## config.mk

```make
export PLATFORM = sky130hd
export DESIGN_NAME = mul_div_unit
export DESIGN_NICKNAME = d
export VERILOG_FILES = /design/src/rtl/md_pkg.sv /design/src/rtl/md_addsub.sv /design/src/rtl/mul_div_unit.sv
export SDC_FILE = /design/constraint.sdc
export NUM_CORES = 1
export LEC_CHECK = 0
export BUFFER_PORTS_ARGS = -buffer_cell sky130_fd_sc_hd__clkbuf_2
export CAP_MARGIN = 20
export CORE_UTILIZATION = 44
export CTS_BUF_LIST = sky130_fd_sc_hd__clkbuf_8
export CTS_CLUSTER_SIZE = 10
export DETAILED_ROUTE_END_ITERATION = 8
export PLACE_DENSITY = 0.63
export SLEW_MARGIN = 20
export SYNTH_ARGS = -nofsm -noshare
export SYNTH_HDL_FRONTEND = slang
export SYNTH_SLANG_ARGS = --single-unit
```

## constraint.sdc

```tcl
create_clock -name clk -period 15.5 [get_ports clk]
set_clock_uncertainty 0.05 [all_clocks]
set_input_delay 2.325 -clock clk [delete_from_list [all_inputs] [get_ports clk]]
set_output_delay 2.325 -clock clk [all_outputs]
set_load 0.005 [all_outputs]
```

## src/rtl/md_pkg.sv

```systemverilog
// Shared definitions for the iterative multiply/divide unit: operation codes,
// control states and default widths.
package md_pkg;

   localparam int XLEN_DEF = 32;
   localparam int ITER_DEF = 32;

   typedef enum logic [2:0] {
      OP_MUL    = 3'd0,
      OP_MULH   = 3'd1,
      OP_MULHSU = 3'd2,
      OP_MULHU  = 3'd3,
      OP_DIV    = 3'd4,
      OP_DIVU   = 3'd5,
      OP_REM    = 3'd6,
      OP_REMU   = 3'd7
   } md_op_e;

   typedef enum logic [1:0] {
      ST_IDLE = 2'd0,
      ST_CALC = 2'd1,
      ST_DONE = 2'd2
   } md_state_e;

   function automatic logic op_is_div(input md_op_e op);
      return op inside {OP_DIV, OP_DIVU, OP_REM, OP_REMU};
   endfunction

   function automatic logic op_is_rem(input md_op_e op);
      return op inside {OP_REM, OP_REMU};
   endfunction

   function automatic logic op_a_signed(input md_op_e op);
      return op inside {OP_MUL, OP_MULH, OP_MULHSU, OP_DIV, OP_REM};
   endfunction

   function automatic logic op_b_signed(input md_op_e op);
      return op inside {OP_MUL, OP_MULH, OP_DIV, OP_REM};
   endfunction

endpackage

```

## src/rtl/md_addsub.sv

```systemverilog
// Shared adder/subtractor: one shift-add multiply step or one restoring
// divide trial subtraction per cycle.
module md_addsub #(
   parameter int W = 33
) (
   input  logic [W-1:0] a,
   input  logic [W-1:0] b,
   input  logic         sub,
   output logic [W-1:0] y
);

   assign y = a + (b ^ {W{sub}}) + {{(W-1){1'b0}}, sub};

endmodule

```

## src/rtl/mul_div_unit.sv

```systemverilog
// Iterative RV32M-style multiply/divide unit: one product or quotient bit per
// cycle on operand magnitudes, sign fix-up on the edge that enters DONE.
module mul_div_unit
   import md_pkg::*;
#(
   parameter int XLEN = XLEN_DEF,
   parameter int ITER = ITER_DEF
) (
   input  logic            clk,
   input  logic            rst_n,
   input  logic [XLEN-1:0] SrcA,
   input  logic [XLEN-1:0] SrcB,
   input  logic [2:0]      MDOp,
   input  logic            Start,
   input  logic            Kill,
   output logic            Busy,
   output logic            Done,
   output logic [XLEN-1:0] MDResult
);

   localparam int            CW   = (ITER > 1) ? $clog2(ITER) : 1;
   localparam logic [CW-1:0] LAST = CW'(ITER - 1);

   md_state_e       state_q, state_d;
   logic [CW-1:0]   cnt_q;
   md_op_e          op_q;
   logic [XLEN-1:0] hi_q, lo_q, opnd_q, res_q;
   logic            neg_q, rneg_q;

   // ---------------- operand decode at Start ----------------
   md_op_e          op_in;
   logic            a_neg_in, b_neg_in;
   logic [XLEN-1:0] a_mag, b_mag;
   logic            div_zero, div_ovf, bypass;
   logic [XLEN-1:0] byp_res;

   assign op_in    = md_op_e'(MDOp);
   assign a_neg_in = op_a_signed(op_in) & SrcA[XLEN-1];
   assign b_neg_in = op_b_signed(op_in) & SrcB[XLEN-1];
   assign a_mag    = a_neg_in ? -SrcA : SrcA;
   assign b_mag    = b_neg_in ? -SrcB : SrcB;

   assign div_zero = op_is_div(op_in) && (SrcB == '0);
   assign div_ovf  = (op_in inside {OP_DIV, OP_REM}) &&
                     (SrcA == {1'b1, {(XLEN-1){1'b0}}}) && (SrcB == '1);
   assign bypass   = div_zero | div_ovf;

   // Divide-by-zero and signed overflow have fixed answers, no iteration needed
   always_comb begin
      byp_res = '0;
      if (div_zero) byp_res = op_is_rem(op_in) ? SrcA : '1;
      else          byp_res = op_is_rem(op_in) ? '0   : SrcA;
   end

   // ---------------- one iteration step ----------------
   logic            is_div;
   logic [XLEN:0]   add_a, add_b, add_y;
   logic [XLEN-1:0] hi_nxt, lo_nxt;

   assign is_div = op_is_div(op_q);

   always_comb begin
      if (is_div) begin
         add_a = {hi_q, lo_q[XLEN-1]};
         add_b = {1'b0, opnd_q};
      end else begin
         add_a = {1'b0, hi_q};
         add_b = lo_q[0] ? {1'b0, opnd_q} : '0;
      end
   end

   md_addsub #(.W(XLEN + 1)) u_addsub (
      .a   (add_a),
      .b   (add_b),
      .sub (is_div),
      .y   (add_y)
   );

   // Divide: a set top bit of the trial difference means it went negative, so restore
   always_comb begin
      if (is_div) begin
         hi_nxt = add_y[XLEN] ? {hi_q[XLEN-2:0], lo_q[XLEN-1]} : add_y[XLEN-1:0];
         lo_nxt = {lo_q[XLEN-2:0], ~add_y[XLEN]};
      end else begin
         hi_nxt = add_y[XLEN:1];
         lo_nxt = {add_y[0], lo_q[XLEN-1:1]};
      end
   end

   // ---------------- final sign correction ----------------
   logic [2*XLEN-1:0] prod, prod_s;
   logic [XLEN-1:0]   quot, remd, calc_res;

   assign prod   = {hi_nxt, lo_nxt};
   assign prod_s = neg_q  ? -prod   : prod;
   assign quot   = neg_q  ? -lo_nxt : lo_nxt;
   assign remd   = rneg_q ? -hi_nxt : hi_nxt;

   always_comb begin
      calc_res = '0;
      unique case (op_q)
         OP_MUL:                       calc_res = prod_s[XLEN-1:0];
         OP_MULH, OP_MULHSU, OP_MULHU: calc_res = prod_s[2*XLEN-1:XLEN];
         OP_DIV, OP_DIVU:              calc_res = quot;
         OP_REM, OP_REMU:              calc_res = remd;
         default:                      calc_res = '0;
      endcase
   end

   // ---------------- control FSM ----------------
   logic load, step, res_byp_ld, res_calc_ld;

   // NOTE: every output of this block gets a default first so no path can infer a latch.
   always_comb begin
      state_d     = state_q;
      load        = 1'b0;
      step        = 1'b0;
      res_byp_ld  = 1'b0;
      res_calc_ld = 1'b0;
      unique case (state_q)
         ST_IDLE: begin
            if (Start && !Kill) begin
               if (bypass) begin
                  state_d    = ST_DONE;
                  res_byp_ld = 1'b1;
               end else begin
                  state_d = ST_CALC;
                  load    = 1'b1;
               end
            end
         end
         ST_CALC: begin
            if (Kill) begin
               state_d = ST_IDLE;
            end else begin
               step = 1'b1;
               if (cnt_q == LAST) begin
                  state_d     = ST_DONE;
                  res_calc_ld = 1'b1;
               end
            end
         end
         ST_DONE: state_d = ST_IDLE;
         default: state_d = ST_IDLE;
      endcase
   end

   // NOTE: sequential state uses non-blocking assignments so every register samples pre-edge values.
   always_ff @(posedge clk or negedge rst_n) begin
      if (!rst_n) begin
         state_q <= ST_IDLE;
         cnt_q   <= '0;
      end else begin
         state_q <= state_d;
         if (state_d != ST_CALC) cnt_q <= '0;
         else if (step)          cnt_q <= cnt_q + 1'b1;
      end
   end

   // NOTE: datapath registers are reset too, so an abandoned operation leaves no stale state.
   always_ff @(posedge clk or negedge rst_n) begin
      if (!rst_n) begin
         op_q   <= OP_MUL;
         neg_q  <= 1'b0;
         rneg_q <= 1'b0;
         hi_q   <= '0;
         lo_q   <= '0;
         opnd_q <= '0;
         res_q  <= '0;
      end else begin
         if (load) begin
            op_q   <= op_in;
            neg_q  <= a_neg_in ^ b_neg_in;
            rneg_q <= a_neg_in;
            hi_q   <= '0;
            lo_q   <= op_is_div(op_in) ? a_mag : b_mag;
            opnd_q <= op_is_div(op_in) ? b_mag : a_mag;
         end else if (step) begin
            hi_q <= hi_nxt;
            lo_q <= lo_nxt;
         end
         if (res_byp_ld)       res_q <= byp_res;
         else if (res_calc_ld) res_q <= calc_res;
      end
   end

   assign Busy     = (state_q == ST_CALC);
   assign Done     = (state_q == ST_DONE);
   assign MDResult = res_q;

endmodule

```

==> results, run 1 <==
- The flow ran to the end, and the final reports show no timing, DRC or antenna violations.
- Dividing the detail-routed wire length by the instance count gives 24.1 um.
- The finished layout holds 2532 standard cells, fillers aside.
- The largest buffer count on any clock path is 2.
- The remaining design rule violation count is 0.
- After synthesis, the cell types taking the most area are sky130_fd_sc_hd__dfrtp_1 (23%), sky130_fd_sc_hd__nand2_1 (8.3%), sky130_fd_sc_hd__o21ai_0 (7.8%).
- The initial antenna violation count is 1.
- The setup TNS after final layout is 0 ps.
- In this run, CTS created clock tree buffers numbering 17.
- The required arrival time at the worst endpoint is 15810 ps.
- Counting flops and latches in the post-synthesis netlist gives 140.
- The library cell used as clock root buffer is sky130_fd_sc_hd__clkbuf_8.
- The switching power as a share of total power is 55.8%.
- The worst max-slew margin expressed relative to the limit is 25.2%.
- The x dimension of the die is 187 um.
- At the pin with the least slew margin, the transition time is 1120 ps.
- Gates resized during post-CTS repair numbered 0.
- The cell count after placement is 2500.
- The area of the core is 33700 um^2.
- For the finished layout, the period the worst path requires is 8490 ps.
- The clock insertion delay at the later pin of the skew report is 500 ps.
- The mean area per synthesized cell is 7.32 um^2.
- The final critical-path share of the clock period is 54.7%.
- The boundary pin count is 105.
- The most used standard cell by instance count after synthesis is sky130_fd_sc_hd__nand2_1.
- Across the run, the number of max-cap violations was 0.
- The worst setup path is captured at a register.
- The setup path with the least slack is of type register to register.
- The final wirelength is 61100 um.
- The synthesized netlist contains 100 unique library cells.
- The number of global-route vias before repair is 14.9k.
- The final antenna diode count is 0.
- Of the cells placed in the final design, the portion with a size suffix greater than 1 is 11.7%.
- The synthesized design contains 0 enable-type register cells.
- The total power of the final layout is 2.75 mW.
- For this run, the post-layout net count is 2180.
- VDD sags by at most 79.0 uV.
- Setup repair after global routing left no endpoint under its margin.
- At the end of routability-driven placement, the weighted congestion stood at 1.07.
- For this configuration, the core starts out at a cell density of 44.9%.
- For this design the ratio of total power to cell area is 169 nW/um^2.
- In this run the post-CTS setup repair buffer count came out at 0.
- The netlist area before placement is 15100 um^2.
- Entering global routing, the biggest net connects 103 pins.
- The filler cell count is 3484.
- The vertical die dimension is 187 um.
- Sorting the synthesized cells by how often they occur yields sky130_fd_sc_hd__nand2_1 (336), sky130_fd_sc_hd__o21ai_0 (235), sky130_fd_sc_hd__nor2_1 (155), sky130_fd_sc_hd__dfrtp_1 (140), sky130_fd_sc_hd__a21oi_1 (136).
- In the global route stage, overall resource usage came out at 34.5%.
- The cell count after synthesis is 2065.
- The vias per cell is 6.39.
- The routed via count is 16.2k.
- The first-pass detailed-route iteration total is 7.
- In this run the static leakage power is 6.63 nW.
- The area share of the largest cell type after synthesis is 23.2%.
- The synthesized design spends more area on one cell type than any other, namely sky130_fd_sc_hd__dfrtp_1.
- The total clock sinks is 140.
- Of the total power, the clock network draws 11.7%.
- The Yosys step of the flow raised 0 warnings.
- In this run, flip-flops and latches consume 21.0% of the power.
- The power dissipated by switching net loads is 1.53 mW.
- The min-delay analysis places its worst path in the category register to register.
- The number of slew-limit violations in the final report is 0.
- Clock-pin slew was measured on the worst setup and hold paths at 100 ps.
- The final count of negative-setup-slack endpoints is 0.
- Sequential cells were found to cover 23.2% of the synthesized design area.
- The HPWL after detailed placement is 47900 um.
- The worst setup path is launched from a register.
- Buffers placed on the I/O ports in this run total 104.
- Hold is met by 451 ps.
- The initialized floorplan defines 67 standard-cell rows.
- The maximum operating frequency is 118 MHz.
- The first routing iteration left 1692 violations.
- The signed area change from the synthesized netlist to the final layout is 7.38%.
- Cells fill 48.2% of the core in the end.
- The detail route stage leaves a number of antenna-violating nets equal to 0.
- The critical path data arrival time is 8790 ps.
- The die footprint is 35100 um^2.
- Summed over all layers, the global routing overflow is 0.
- After clock tree synthesis, the flow added hold-fix buffers numbering 0.
- The portion of total power attributed to combinational logic is 67.3%.
- The internal portion of the total power is 1.22 mW.
- For this run, the leading register cell type out of synthesis is sky130_fd_sc_hd__dfrtp_1.
- The first global-routing pass estimated 92400 um of wire.
- The synthesized net count is 2174.
- The number of endpoints with negative hold slack in the final report came to 0.
- Along the worst path, the maximum fanout reaches 87.
- TritonCTS built the clock tree.
- The H-tree depth reported by CTS is 4.
- The fraction of registers with async set/reset is 100%.
==> state kept, by name (all words and copies together), names as in the netlist <==
name,count
cnt_q,5
state_q,2
MDResult,32
rneg_q,1
op_q,3
opnd_q,32
hi_q,32
neg_q,1
lo_q,32
==> power groups by stage <==
stage	clock [mW]	combinational, mW	sequential, mW
finish	0.321	1.85	0.578
global route	0.340	1.99	0.590
global placement	0	1.78	0.579
detailed placement	0	1.80	0.581
floorplan	0	1.31	0.518
CTS	0.324	1.80	0.574
==> final timing paths <==
kind | from | end | slack (ps) | cells after the start
min in group asynchronous | rst_n | hi_q[26] | 1800 | 1
hold / removal | opnd_q[20] | opnd_q[20] | 450 | 2
hold reg to reg | opnd_q[20] | opnd_q[20] | 450 | 2
setup / recovery | op_q[2] | MDResult[20] | 7010 | 22
setup reg to reg | op_q[2] | MDResult[20] | 7010 | 22
max in group asynchronous | rst_n | op_q[2] | 12150 | 2
==> cells in the final DEF (no fill, tap or decap), types with 18 or more instances in the layout <==
cell                       count
sky130_fd_sc_hd__xor2_1       63
sky130_fd_sc_hd__a21oi_1     136
sky130_fd_sc_hd__mux2_2       39
sky130_fd_sc_hd__buf_4        18
sky130_fd_sc_hd__clkbuf_2    102
sky130_fd_sc_hd__ha_1         37
sky130_fd_sc_hd__nand4_1      25
sky130_fd_sc_hd__nand2b_1     19
sky130_fd_sc_hd__mux2i_1      55
sky130_fd_sc_hd__inv_1        45
sky130_fd_sc_hd__xnor2_1      85
sky130_fd_sc_hd__nor3_1       44
sky130_fd_sc_hd__nand2_1     335
sky130_fd_sc_hd__nand3_1      52
sky130_fd_sc_hd__o31ai_1      24
sky130_fd_sc_hd__and2_1       18
sky130_fd_sc_hd__dfrtp_1     139
sky130_fd_sc_hd__a31oi_1      23
sky130_fd_sc_hd__or3_1        23
sky130_fd_sc_hd__o21ai_0     234
sky130_fd_sc_hd__nor2_1      154
sky130_fd_sc_hd__nor4_1       18
sky130_fd_sc_hd__o211ai_1     31
==> stage by stage <==
step | cell area [um^2] | worst slack, ps
global placement | 15800 | 7460
global route | 16200 | 6620
finish | 16200 | 7010
floorplan | 15100 | 6910
detailed placement | 15800 | 7250
CTS | 16200 | 7180
==> worst max-delay path: stages, from the launching register on <==
cell                        delay, ps
sky130_fd_sc_hd__dfrtp_4          880
sky130_fd_sc_hd__buf_4            570
sky130_fd_sc_hd__buf_4            840
sky130_fd_sc_hd__mux2_2           420
sky130_fd_sc_hd__ha_1             370
sky130_fd_sc_hd__a21oi_1          270
sky130_fd_sc_hd__o211a_1          240
sky130_fd_sc_hd__o21ai_1          160
sky130_fd_sc_hd__a211oi_4         480
sky130_fd_sc_hd__a211oi_4         100
sky130_fd_sc_hd__buf_4            290
sky130_fd_sc_hd__mux2i_1          560
sky130_fd_sc_hd__ha_1             300
sky130_fd_sc_hd__o2111ai_1        220
sky130_fd_sc_hd__or2_2            370
sky130_fd_sc_hd__or3_1            400
sky130_fd_sc_hd__nor4_1           210
sky130_fd_sc_hd__nand3_1          280
sky130_fd_sc_hd__and2_1           280
sky130_fd_sc_hd__or4_1            500
sky130_fd_sc_hd__o21ai_0          220
sky130_fd_sc_hd__xnor2_1          150
sky130_fd_sc_hd__o211ai_1          90
==> area by class of cell <==
cell class	count	area, um^2	share of cell area [%]
clock buffers	17	234	1.44
clock inverters	15	194	1.19
inverters	47	176	1.09
multi-input cells	1743	10900	67.2
flip-flops and latches	140	3510	21.6
well taps	448	561	3.45
repair buffers	122	662	4.08
==> layer usage <==
layer / share of wire [%] / track usage (%) / vias up / wire [um]
li1: - / - / 7576 / -
met1: 43 / 48.1 / 7730 / 26500
met2: 43 / 52.3 / 743 / 26500
met3: 8.7 / 5.98 / 120 / 5310
met4: 4.7 / 14.7 / 0 / 2860
met5: 0 / 0 / - / 0
==> logic make-up after synthesis <==
logic type	count (synthesis)	synth area share (%)
AND/OR/NAND/NOR	785	24.4
AO/OA/AOI/OAI	678	29.2
buffers and inverters	182	4.94
XOR/XNOR	148	8.57
flip-flops	140	23.2
multiplexers	94	6.54
adder cells (fa/ha/maj)	38	3.19
Note: power is estimated with default switching activity, not from simulation.
==> run 2: changes to the inputs <==
==> constraint.sdc (replaced) <==
create_clock -name clk -period 8.85 [get_ports clk]
set_clock_uncertainty 0.05 [all_clocks]
set_input_delay 1.3275 -clock clk [delete_from_list [all_inputs] [get_ports clk]]
set_output_delay 1.3275 -clock clk [all_outputs]
set_load 0.005 [all_outputs]
==> results, run 2 (synthesis gave the netlist of run 1 again) <==
- Once the clock tree was built, the setup fixing pass inserted 0 buffers.
- The power per cell area is 300 nW/um^2.
- The worst hold path terminates at MDResult[13].
- The remaining design rule violation count is 0.
- Setup repair after global routing left no endpoint under its margin.
- Detailed routing inserted a total of 16.4k vias.
- The tree built by TritonCTS fans out to 140 sinks.
- The run finished with clean final reports.
- Leaving out fill and tap cells, the most frequent cell in the layout is sky130_fd_sc_hd__nand2_1.
- Entering global routing, the biggest net connects 97 pins.
- The met1 wire length is 26900 um.
- The initial utilization of the core area, before any placement, comes to 44.9%.
- The clock insertion delay at the later pin of the skew report is 480 ps.
- The delay of the slowest cell on the worst path is 630 ps.
- The boundary pin count is 105.
- After floorplanning, the core was sized to cover 33700 um^2.
- The top cell types in the final layout, fill and taps aside, are sky130_fd_sc_hd__nand2_1 (335), sky130_fd_sc_hd__o21ai_0 (234), sky130_fd_sc_hd__nor2_1 (154).
- The kind of critical path is register to register.
- The number of routed nets with antenna violations is 0.
- The highest-delay cell along the critical path is sky130_fd_sc_hd__dfrtp_4.
- The detailed router used layers up to and including met4.
- The number of slew-limit violations in the final report came to 0.
- The CTS tree is done.
- In this run the critical register-to-register path is launched from op_q[2].
- The library cell used as clock root buffer is sky130_fd_sc_hd__clkbuf_8.
- The measured slew at the worst slew-check pin is 1100 ps.
- Once detailed placement completed, the half-perimeter wirelength came to 48700 um.
- The worst max-slew margin expressed relative to the limit is 26.8%.
- In the final design database the tool counted 2182 nets.
- The worst setup path is captured at a register.
- Using the TritonRoute via totals, the vias-per-cell ratio works out to 6.48.
- The number of gates resized after cts is 0.
- For the finished layout, the period the worst path requires is 7530 ps.
- The largest buffer count on any clock path is 2.
- The fraction of layout cells with a size suffix above 1 is 11.8%.
- The number of global-route vias before repair came to 14.8k.
- The die covers 35100 um^2.
- Setup violations remaining at the end of the flow were counted as 0.
- The final critical-path share of the clock period is 85.1%.
- The placer congestion estimate is 0.994.
- From bottom edge to top edge, the die measures 187 um.
- The final antenna diode count is 0.
- The final setup slack of the worst path is 1320 ps.
- In this run the worst hold path is classified as register to register.
- Walking the worst path, the cells encountered are inv_2 -> buf_4 -> o21ai_0 -> ha_1 -> a21oi_1 -> o211ai_2 -> and2_4 -> nor2_1 -> a211oi_4 -> mux2i_1 -> ha_1 -> o2111ai_1 -> or2_2 -> or3_1 -> nor4_1 -> nand3_1 -> and2_1 -> or4_1 -> o21ai_0 -> xnor2_1 -> o211ai_1.
- The initial antenna violation count is 1.
- The setup TNS after final layout is 0 ps.
- Buffers inserted to repair hold after CTS numbered 0.
- The pre-antenna-repair detailed-routing pass consisted of 6 iterations.
- The x dimension of the die is 187 um.
- The cell count of the worst reg-to-reg path is 21.
- The worst hold path startpoint is MDResult[13].
- Detailed routing placed a total of 5520 um of wire on met3.
- Data on the critical path arrives at its endpoint at 7830 ps.
- Of all nets on the critical path, the largest fanout is 40.
- The number of I/O port buffers is 104.
- The total congestion overflow after global routing is 0.
- For this block, the routed nets add up to 62100 um of wire.
- The maximum operating frequency is 133 MHz.
- In this run the critical register-to-register path is captured at MDResult[20].
- Prior to clock tree synthesis, the placed netlist has a worst setup slack of 1550 ps.
- The number of endpoints with negative hold slack in the final report is 0.
- The number of buffers inserted during clock tree synthesis is 17.
- Along the worst hold path, the cell count comes to 2.
- The wire length per cell after detailed routing is 24.5 um.
- The final standard cell count with taps included and fillers excluded is 2534.
- The first global-routing pass estimated 93300 um of wire.
- The clock-pin slew of the registers on the worst-case setup and hold paths is 90 ps.
- At the worst endpoint, the required time is 9150 ps.
- After detailed placement, the design holds a cell count of 2502.
- The DRC violation total after the first TritonRoute iteration is 1897.
- In this run the register-to-register setup slack is 1320 ps.
- The floorplan has 67 rows.
- The signed area change from the synthesized netlist to the final layout is 7.52%.
- In this run the number of H-tree levels came out at 4.
- The worst setup path is launched from a register.
- Global routing used 34.9% of the available tracks across all layers.
- The total of max-cap violations is 0.
- The peak ir drop on the vdd network is 129 uV.
- The routed length on met2 is 27200 um.
- The leakage power of the design is 6.65 nW.
-- run 2: cell types whose count changed in the layout (fill, tap and decap cells not counted), moves of 2 or more --
| cell | previous run | this run |
|---|---|---|
| sky130_fd_sc_hd__buf_4 | 18 | 20 |
| sky130_fd_sc_hd__bufinv_16 | 0 | 2 |
| sky130_fd_sc_hd__inv_6 | 2 | 4 |
| sky130_fd_sc_hd__clkinv_8 | 7 | 1 |
-- run 2: through the flow --
step	total power, mW	hold WS (ps)	util (%)	area, um^2
after floorplan	3.21	405	-	15100
after global placement	4.17	415	47.0	15800
after detailed placement	4.20	419	47.0	15800
after CTS	4.78	445	48.2	16300
after global routing	5.15	473	48.2	16300
final	4.88	441	48.2	16300
-- run 2: worst max path at each step --
| stage | slack, ps | depth (start not counted) | startpoint | to |
|---|---|---|---|---|
| after floorplan | 260 | 31 | op_q[2] | MDResult[20] |
| after global placement | 1540 | 21 | op_q[2] | MDResult[20] |
| after detailed placement | 1550 | 21 | op_q[2] | MDResult[20] |
| after CTS | 1510 | 21 | op_q[2] | MDResult[20] |
| after global routing | 940 | 21 | op_q[2] | MDResult[20] |
| final | 1320 | 21 | op_q[2] | MDResult[20] |
-- run 2: final cells by class --
cell class | count | area [um^2]
Clock buffer | 17 | 234
Clock inverter | 15 | 194
Fill cell | 3473 | 17400
Inverter | 47 | 176
Multi-Input combinational cell | 1743 | 10900
Sequential cell | 140 | 3510
Tap cell | 448 | 561
Timing Repair Buffer | 124 | 677
-- run 2: critical path: cells and delay by family (launching register included) --
| family | cells | cell delay [ps] |
|---|---|---|
| buf+inv | 2 | 1130 |
| flops | 1 | 630 |
| xor+xnor | 1 | 140 |
| compound gates | 7 | 1540 |
| mux | 1 | 550 |
| fa+ha+maj | 2 | 790 |
| simple gates | 8 | 2540 |
-- run 2: layer usage --
layer  GRT usage [%]  vias up
li1                -     7582
met1            49.1     7879
met2            53.3      839
met3            5.87      120
met4            13.2        0
met5               0        -
-- run 2: power by group --
part	switching [mW]	internal [mW]	leakage (nW)
Sequential	0.231	0.783	1.79
Combinational	2.16	1.13	4.64
Clock	0.317	0.267	0.218
